<file path="src/rtl/instr_fetch_queue.sv">
// Instruction fetch queue: issues one-outstanding instruction-memory reads for
// accepted PCs and buffers each returned word with its PC for decode.
module instr_fetch_queue #(
  parameter int DEPTH = 4
) (
  input  logic        clk,
  input  logic        reset,
  input  logic [31:0] pc_in,
  input  logic        pc_valid,
  output logic        pc_ready,
  input  logic        flush,
  output logic        mem_req,
  output logic [31:0] mem_addr,
  input  logic [31:0] mem_rdata,
  input  logic        mem_rvalid,
  output logic [31:0] inst_out,
  output logic [31:0] inst_pc,
  output logic        inst_valid,
  input  logic        inst_ready,
  output logic        align_err
);

  localparam int AW = (DEPTH > 1) ? $clog2(DEPTH) : 1;
  localparam int CW = AW + 1;
  localparam logic [CW-1:0] DEPTH_C = CW'(DEPTH);

  typedef enum logic [1:0] {
    IDLE = 2'd0,
    WAIT = 2'd1,
    DROP = 2'd2
  } state_t;

  state_t          state_q, state_d;
  logic [AW-1:0]   rd_ptr_q, rd_ptr_d;
  logic [AW-1:0]   wr_ptr_q, wr_ptr_d;
  logic [CW-1:0]   count_q, count_d;
  logic [31:0]     tag_q, tag_d;
  logic            align_err_q, align_err_d;

  logic [31:0]     data_mem [DEPTH];
  logic [31:0]     pc_mem   [DEPTH];

  logic            accept;
  logic            push;
  logic            pop;

  // Handshake and memory request are purely combinational so the read
  // issues in the same cycle the PC is accepted.
  always_comb begin
    pc_ready = !reset && (state_q == IDLE) && (count_q < DEPTH_C) && !flush;
    accept   = pc_valid && pc_ready;
    mem_req  = accept;
    mem_addr = accept ? {pc_in[31:2], 2'b00} : 32'd0;
  end

  always_comb begin
    inst_valid = (count_q != '0);
    inst_out   = inst_valid ? data_mem[rd_ptr_q] : 32'd0;
    inst_pc    = inst_valid ? pc_mem[rd_ptr_q]   : 32'd0;
    align_err  = align_err_q;
  end

  assign push = (state_q == WAIT) && mem_rvalid && !flush;
  assign pop  = inst_valid && inst_ready && !flush;

  always_comb begin
    state_d = state_q;
    case (state_q)
      IDLE: begin
        if (accept) state_d = WAIT;
      end
      WAIT: begin
        // A response arriving with the flush is simply dropped here.
        if (mem_rvalid)  state_d = IDLE;
        else if (flush)  state_d = DROP;
      end
      DROP: begin
        if (mem_rvalid) state_d = IDLE;
      end
      default: state_d = IDLE;
    endcase
  end

  always_comb begin
    tag_d       = tag_q;
    align_err_d = align_err_q;
    if (accept) begin
      tag_d = pc_in;
      if (pc_in[1:0] != 2'b00) align_err_d = 1'b1;
    end
  end

  always_comb begin
    rd_ptr_d = rd_ptr_q;
    wr_ptr_d = wr_ptr_q;
    count_d  = count_q;
    if (flush) begin
      rd_ptr_d = '0;
      wr_ptr_d = '0;
      count_d  = '0;
    end else begin
      if (push) wr_ptr_d = wr_ptr_q + 1'b1;
      if (pop)  rd_ptr_d = rd_ptr_q + 1'b1;
      case ({push, pop})
        2'b10:   count_d = count_q + 1'b1;
        2'b01:   count_d = count_q - 1'b1;
        default: count_d = count_q;
      endcase
    end
  end

  always_ff @(posedge clk) begin
    if (reset) begin
      state_q     <= IDLE;
      rd_ptr_q    <= '0;
      wr_ptr_q    <= '0;
      count_q     <= '0;
      tag_q       <= 32'd0;
      align_err_q <= 1'b0;
    end else begin
      state_q     <= state_d;
      rd_ptr_q    <= rd_ptr_d;
      wr_ptr_q    <= wr_ptr_d;
      count_q     <= count_d;
      tag_q       <= tag_d;
      align_err_q <= align_err_d;
    end
  end

  // Storage needs no reset; entries are only visible through count_q.
  always_ff @(posedge clk) begin
    if (push && !reset) begin
      data_mem[wr_ptr_q] <= mem_rdata;
      pc_mem[wr_ptr_q]   <= tag_q;
    end
  end

endmodule

</file>
<file path="config.mk">
export PLATFORM = sky130hd
export DESIGN_NAME = instr_fetch_queue
export DESIGN_NICKNAME = d
export VERILOG_FILES = /design/src/rtl/instr_fetch_queue.sv
export SDC_FILE = /design/constraint.sdc
export NUM_CORES = 1
export LEC_CHECK = 0
export CORE_MARGIN = 10
export CORE_UTILIZATION = 40
export DETAILED_ROUTE_END_ITERATION = 7
export PLACE_DENSITY = 0.67
export SLEW_MARGIN = 20
export SYNTH_ARGS = -nofsm -noshare
export SYNTH_HDL_FRONTEND = slang
export SYNTH_SLANG_ARGS = --single-unit
export TNS_END_PERCENT = 30
</file>
<file path="constraint.sdc">
create_clock -name clk -period 3.3 [get_ports clk]
set_input_delay 0.33 -clock clk [delete_from_list [all_inputs] [get_ports clk]]
set_output_delay 0.33 -clock clk [all_outputs]
set_load 0.01 [all_outputs]
</file>
After elaboration in Yosys (flattened, before gate mapping)
Memory sizes are Yosys's and may differ from the RTL's. A register that Yosys moved wholly into a read port is not among the register bits.
Index checks and enable logic that the tools add are counted.
W data, S select, Z words.

word-level totals
  register bits = 42
  bits in writable memories = 256
  input bits = 70
  output and inout port bits = 100
  memories kept = 2

memories
  memory    words  bits a word  rd ports  clocked after Yosys merged registers in  wr ports  RTL line  RTL
  data_mem  4      32           1         1                                        1         40        logic [31:0] data_mem [DEPTH];
  pc_mem    4      32           1         1                                        1         41        logic [31:0] pc_mem [DEPTH];

operators by class
  $add $sub $neg = 4
  order comparisons = 1
  equal/unequal tests = 7
  muxes and demuxes = 15
  reduce and logical (&&, ||, !) cells = 18

operators by type and width
  operator               count
  $mux W32               3
  $mux W2                8
  $logic_and A1 B1 Y1    9
  $pmux W2 S3            1
  $pmux W3 S2            1
  $add A2 B1 Y2 const B  2
  $eq A2 B1 Y1 const B   2
  $eq A2 B2 Y1 const B   2
  $ne A2 B2 Y1 const B   2
  $reduce_bool A2 Y1     2
  $add A3 B1 Y3 const B  1
  $lt A3 B3 Y1 const B   1
  $ne A3 B3 Y1 const B   1
  $reduce_and A3 Y1      1
  $reduce_bool A3 Y1     1
  $sub A3 B1 Y3 const B  1
  $logic_not A1 Y1       2
  $logic_not A2 Y1       1
  $mux W1                2
  $reduce_and A2 Y1      1
  $reduce_or A2 Y1       1

Longest topological paths before layout
Gate-level depths: netlist of the first run.

  depth in word-level cells = 7
  depth in mapped cells = 8
  mapped depth without buffers = 8

Worst setup path before layout of the first run
OpenSTA, ideal clock, no wires.

  path type = input-to-reg
  start point = input reset
  end point = memory data_mem[0][0] (enable)
  library setup time = 0.429 ns
  data arrival time = 2.647 ns
  data required time = 2.871 ns
  slack = 0.224 ns
  stages on the path = 5
  path through = buf_2 or2_2 clkbuf_1 nor2_1 and2_1

between the ends
  cells in the longest elaborated chain, start to end = 4

ends and longest elaborated chain
  item                           RTL line  RTL
  start, declared                7         input logic reset,
  $logic_not A1 Y1               132       if (push && !reset) begin
  $logic_and A1 B1 Y1            132
  $mux W1                        132
  $mux W1 (not written as such)  133       data_mem[wr_ptr_q] <= mem_rdata;
  end, declared                  40

No other way between the ends.

==> results.py, run 1 <==
metrics = {
    "global_route": {
        "grt_pass1_wl_mm": 38.0,
        "grt_pass1_vias": 6586,
        "grt-ovfl-total": 0,
        "grt_start_max_net_pins": 38,
        "grtUsageTotal_pct": 13.3,
        "antenna_found_initial": 0,
    },
    "cells_and_area": {
        "final_core_util_pct": 52.0,
        "stdcell_count": 1212,
        "diodes": 0,
        "drive_gt1_share_pct": 17.4,
        "syn2layout_area_growth_pct": 28.3,
        "fin_nets": 880,
        "nFillCells": 2325,
    },
    "critical_path": {
        "worstPathMaxFanout": 30,
        "worst-setup-path-type": "reg2out",
        "rrSetupSlack_ps": 1120,
        "end_kind": "primary output",
        "cp.required_ps": 2970,
        "arrival_ps": 2700,
        "cp-start-kind": "flip-flop",
    },
    "floorplan": {
        "floorplan.initialDensity_pct": 40.5,
        "boundaryPins": 170,
        "dieArea_mm2": 0.0364,
        "die_height_um": 191,
        "core_area_mm2": 0.0288,
        "die_w_um": 191,
        "fp-row-count": 62,
    },
    "cts": {
        "root_buffer": "clkbuf_16",
        "max-clock-path-buffers": 3,
        "cts_resized": 0,
        "holdBufCountCts": 0,
        "clk-insertion-delay-late_ps": 540,
        "postCtsSetupRepairBufs": 0,
        "clk_pin_slew_ps": 60,
        "cts-htree-levels": 1,
        "cts_tree": "yes",
        "cts_buffers": 30,
        "clock-sinks": 300,
    },
    "timing": {
        "hold_viol": 0,
        "maxSlewViolCount": 0,
        "setup_viol": 0,
        "fin_skew_ps": 7.09,
        "period_minus_slack_ps": 3030,
        "rsz0062_at_grt": "false",
        "final.period_utilization_pct": 91.7,
        "clock.fmax_mhz": 330,
        "tns_ps": 0,
    },
    "synthesis": {
        "yosys-top-cells-area": "edfxtp_1, mux4_2, dfxtp_1",
        "ys.flop_type": "edfxtp_1",
        "ys_async_sr_fraction_pct": 0,
        "synth_area_leader_cell": "edfxtp_1",
        "synth_top_cell_area_share_pct": 65.9,
        "synth-seq-cells": 300,
        "synth-edff-count": 256,
        "syn_inst": 622,
        "synth_area_mm2": 0.0117,
        "yosysWarnings": 0,
        "postSynthAreaPerCell_um2": 18.8,
        "synth.distinct_cells": 35,
        "seq_area_frac_synth_pct": 73.4,
    },
    "placement": {
        "io_buffers": 167,
        "dp_hpwl_mm": 15.7,
        "place.gp.congestion": 0.696,
        "dp_cells": 1156,
    },
    "worst_hold_path": {
        "hp-class": "in2reg",
    },
    "power": {
        "design_power_total_w": 0.00799,
        "power_density_mw_per_mm2": 534,
        "ir_worst_vdd_uv": 365,
        "power_leakage_nw": 5.02,
    },
    "routing": {
        "drc_errors": 0,
        "dr.first_iter.drc_count": 246,
        "via_per_inst": 4.94,
        "wl_per_cell_um": 20.0,
        "wirelength_mm": 24.2,
        "vias": 5989,
        "first_pass_iters": 4,
        "detail-route-antenna-nets": 0,
    },
    "status": {
        "status": "completed",
    },
    "run": {
        "maxCapViolCount": 0,
    },
}
-- Yosys cell counts, types with 2 or more instances --
library cell / count
edfxtp_1: 256
and2_1: 68
mux4_2: 64
dfxtp_1: 44
and3_1: 27
nand2b_1: 27
o21bai_1: 27
clkbuf_1: 16
nor2_1: 12
buf_2: 11
a21oi_1: 9
buf_6: 8
inv_1: 8
o21ai_0: 6
ha_1: 5
nand3_1: 5
xor2_1: 4
buf_4: 3
nor3_1: 3
or3_1: 3
or2_2: 2
-- logic make-up after synthesis --
kind of cell,synth area share [%]
compound gates,2.52
other cells,0.0321
buf+inv,2.21
fa+ha+maj,0.708
mux,12.5
flops,73.4
xor+xnor,0.375
simple gates,8.20
-- final cells by class --
cell class                 instances  area (um2)  area share [%]
timing repair buffer             187        1930            12.9
tap                              384         480            3.21
inverter                           8        30.0           0.201
clock inverter                    12         189            1.26
sequential                       300        8580            57.3
multi-input combinational        277        2870            19.1
clock buffer                      44         896            5.98
-- per-layer routing --
metal | wire length (um) | up-vias | part of all wire [%] | track usage [%]
li1 | - | 2767 | - | -
met1 | 10700 | 3037 | 44 | 17.7
met2 | 11300 | 158 | 47 | 21.2
met3 | 1930 | 27 | 8.0 | 3.77
met4 | 332 | 0 | 1.4 | 2.88
met5 | 0 | - | 0 | 0
-- stage by stage --
step	worst slack (ps)	area [um2]	hold slack, ps
final	272	15000	388
after global placement	713	13900	483
after CTS	170	15000	365
after global routing	91.1	15000	384
after floorplan	224	11700	407
after detailed placement	701	13900	493
-- layout by cell type (no fill, tap or decap), drive strengths merged, types with 8 or more instances in the layout --
cell type        n
o21bai          27
clkdlybuf4s50  167
dfxtp           44
clkbuf          44
and2            68
mux4            64
edfxtp         256
inv              8
and3            27
buf             20
nand2b          27
nor2            13
a21oi            9
-- flip-flops by register name, summed over array words and instances (netlist names), named ones only --
name / flops
count_q: 3
pc_mem: 128
wr_ptr_q: 2
data_mem: 128
tag_q: 32
align_err: 1
rd_ptr_q: 2
state_q: 2
-- power by group --
group          switching (W)  total [W]  internal [W]  leakage (nW)
clock network        0.00135    0.00361       0.00226         0.528
registers          0.0000288    0.00416       0.00413          2.78
logic              0.0000883   0.000216      0.000128          1.71
-- worst max-delay path, cell delays in order, from the launching register on --
cell and delay [ps]:
dfxtp_4 610, buf_12 310, mux4_2 550, and2_1 180, clkdlybuf4s50_1 480
-- worst paths after layout --
kind | startpoint | cells past startpoint | end
min reg2reg | tag_q[10]$_SDFFE_PP0P_ | 0 | pc_mem[2][10]$_DFFE_PP_
min | pc_in[11] | 3 | tag_q[11]$_SDFFE_PP0P_
max | flip-flop | 4 | inst_out[21]
max reg2reg | state_q[1]$_SDFFE_PP0P_ | 8 | count_q[2]$_SDFFE_PP0P_
Power figures use the tool's default switching activity.
==> run 2: changes to the inputs <==
- ABC_CLOCK_PERIOD_IN_PS: not set -> 3300
- CTS_CLUSTER_DIAMETER: not set -> 80
- MAX_ROUTING_LAYER: not set -> met4
==> run 2 against run 1 <==
  * Cell count barely moved
  * Total power barely moved
  * Sequential share of layout area barely moved
  * Worst hold slack barely moved
  * Critical endpoint is now inst_pc[10]
  * Global-route usage rose by 0.40 points
  * Utilization barely moved
  * Non-clock buffer count did not move
  * Worst setup slack got worse by 6.1 ps
  * Largest power group unchanged
==> results.py, run 2 (synthesis gave the netlist of run 1 again) <==
metrics = {
    "worst_hold_path": {
        "min-delay-start": "pc_in[11]",
        "whs_path_depth": 3,
        "min_to": "tag_q[11]$_SDFFE_PP0P_",
        "hp-class": "in2reg",
    },
    "cts": {
        "clock-sinks": 300,
        "root_buffer": "clkbuf_16",
        "postCtsSetupRepairBufs": 0,
        "clk-insertion-delay-late_ps": 540,
        "cts-htree-levels": 1,
        "cts_resized": 0,
        "clk_pin_slew_ps": 60,
        "cts_tree": "yes",
        "cts_buffers": 30,
        "max-clock-path-buffers": 3,
        "holdBufCountCts": 0,
    },
    "routing": {
        "via_per_inst": 4.96,
        "wirelength_mm": 24.2,
        "dr.first_iter.drc_count": 248,
        "wl_per_cell_um": 20.0,
        "drc_errors": 0,
        "vias": 6013,
        "detail-route-antenna-nets": 0,
        "first_pass_iters": 4,
    },
    "timing": {
        "period_minus_slack_ps": 3030,
        "clock.fmax_mhz": 330,
        "maxSlewViolCount": 0,
        "final.period_utilization_pct": 91.9,
        "rsz0062_at_grt": "false",
        "setup_viol": 0,
        "setup_ws_ps": 266,
        "hold_viol": 0,
        "tns_ps": 0,
        "fin_skew_ps": 7.40,
        "fin_hold_ws_ps": 389,
    },
    "global_route": {
        "grt-ovfl-total": 0,
        "grt_pass1_vias": 6593,
        "antenna_found_initial": 0,
        "grt_start_max_net_pins": 38,
        "grtUsageTotal_pct": 13.7,
        "grt_pass1_wl_mm": 38.0,
    },
    "critical_path": {
        "r2r-end": "count_q[2]$_SDFFE_PP0P_",
        "cp.required_ps": 2970,
        "cp_slowest_stage_delay_ps": 610,
        "reg2reg_depth": 8,
        "worstPathCellList": "buf_12 > mux4_2 > and2_1 > clkdlybuf4s50_1",
        "worst-setup-path-type": "reg2out",
        "arrival_ps": 2700,
        "worstPathMaxFanout": 30,
        "end_kind": "primary output",
        "crit_buf_inv": 2,
        "r2r_start": "state_q[1]$_SDFFE_PP0P_",
        "rrSetupSlack_ps": 1120,
        "crit_path_top_delay_cell": "dfxtp_4",
        "path_delay_family": "buffers and inverters",
        "cp-start-kind": "flip-flop",
    },
    "cells_and_area": {
        "design_area_mm2": 0.0150,
        "fin_nets": 880,
        "layout_common_cells": "edfxtp_1, clkdlybuf4s50_1, mux4_2, and2_1, dfxtp_1",
        "largestRegisters": "data_mem (128), pc_mem (128), tag_q (32)",
        "multiInputGateArea_mm2": 0.00287,
        "seq_area_mm2": 0.00858,
        "final_common_cell": "edfxtp_1",
        "nFillCells": 2324,
        "syn2layout_area_growth_pct": 28.3,
        "drive_gt1_share_pct": 17.4,
    },
    "placement": {
        "placedInstanceArea_mm2": 0.0139,
        "io_buffers": 167,
        "dp_hpwl_mm": 15.7,
        "place_ws_ps": 701,
        "place.gp.congestion": 0.702,
    },
    "power": {
        "power_leakage_nw": 5.02,
        "ir_worst_vdd_uv": 365,
        "power_density_mw_per_mm2": 533,
    },
    "status": {
        "status": "completed",
    },
    "floorplan": {
        "dieArea_mm2": 0.0364,
        "boundaryPins": 170,
        "core_area_mm2": 0.0288,
        "die_height_um": 191,
        "floorplan.initialDensity_pct": 40.5,
        "fp-row-count": 62,
        "die_w_um": 191,
    },
    "run": {
        "maxCapViolCount": 0,
    },
}
## run 2: cell types whose count changed in the layout (fill, tap and decap cells not counted)
cell and delta:
diode_2 +1
## run 2: metal layers
metal / track usage [%] / vias up / wire length (um)
met5: - / - / 0
met4: 2.88 / 0 / 327
met3: 3.15 / 29 / 1610
met2: 21.2 / 157 / 11200
met1: 18.2 / 3052 / 11100
li1: - / 2775 / -
## run 2: worst max-delay path by stage
stage | startpoint | end | cells after the start
after detailed placement | flush | data_mem[2][30]$_DFFE_PP_ | 5
after global routing | flip-flop | inst_pc[11] | 4
after global placement | flush | data_mem[2][15]$_DFFE_PP_ | 5
after floorplan | reset | data_mem[0][0]$_DFFE_PP_ | 5
final | flip-flop | inst_pc[10] | 4
after CTS | flip-flop | inst_pc[1] | 4
## run 2: area by class of cell
class | count | share of cell area (%)
repair buffers | 187 | 12.9
well taps | 384 | 3.21
inverters | 8 | 0.201
multi-input cells | 277 | 19.1
clock inverters | 12 | 1.26
clock buffers | 44 | 5.98
diodes | 1 | 0.0167
flip-flops and latches | 300 | 57.3
## run 2: through the flow
stage / total power (W) / std cells / util [%]
6_report: 0.00799 / 1213 / 52.0
2_1_floorplan: 0.00430 / 623 / -
4_1_cts: 0.00807 / 1212 / 52.0
3_3_place_gp: 0.00445 / 1156 / 48.2
5_1_grt: 0.00826 / 1212 / 52.0
3_5_place_dp: 0.00446 / 1156 / 48.2
## run 2: worst reg2reg max path: cells and delay by family (launching register included)
kind / cells / cell delay, ps
xor gates and xnor gates: 1 / 160
AOI/OAI and AO/OA: 1 / 140
buffers and inverters: 1 / 70
and+or+nand+nor: 3 / 700
DFF: 1 / 430
adders and majority gates: 2 / 610
## run 2: power by group
part / leakage, nW / internal, W / switching, W
clock: 0.528 / 0.00226 / 0.00135
sequential: 2.78 / 0.00413 / 0.0000288
combinational: 1.71 / 0.000128 / 0.0000882
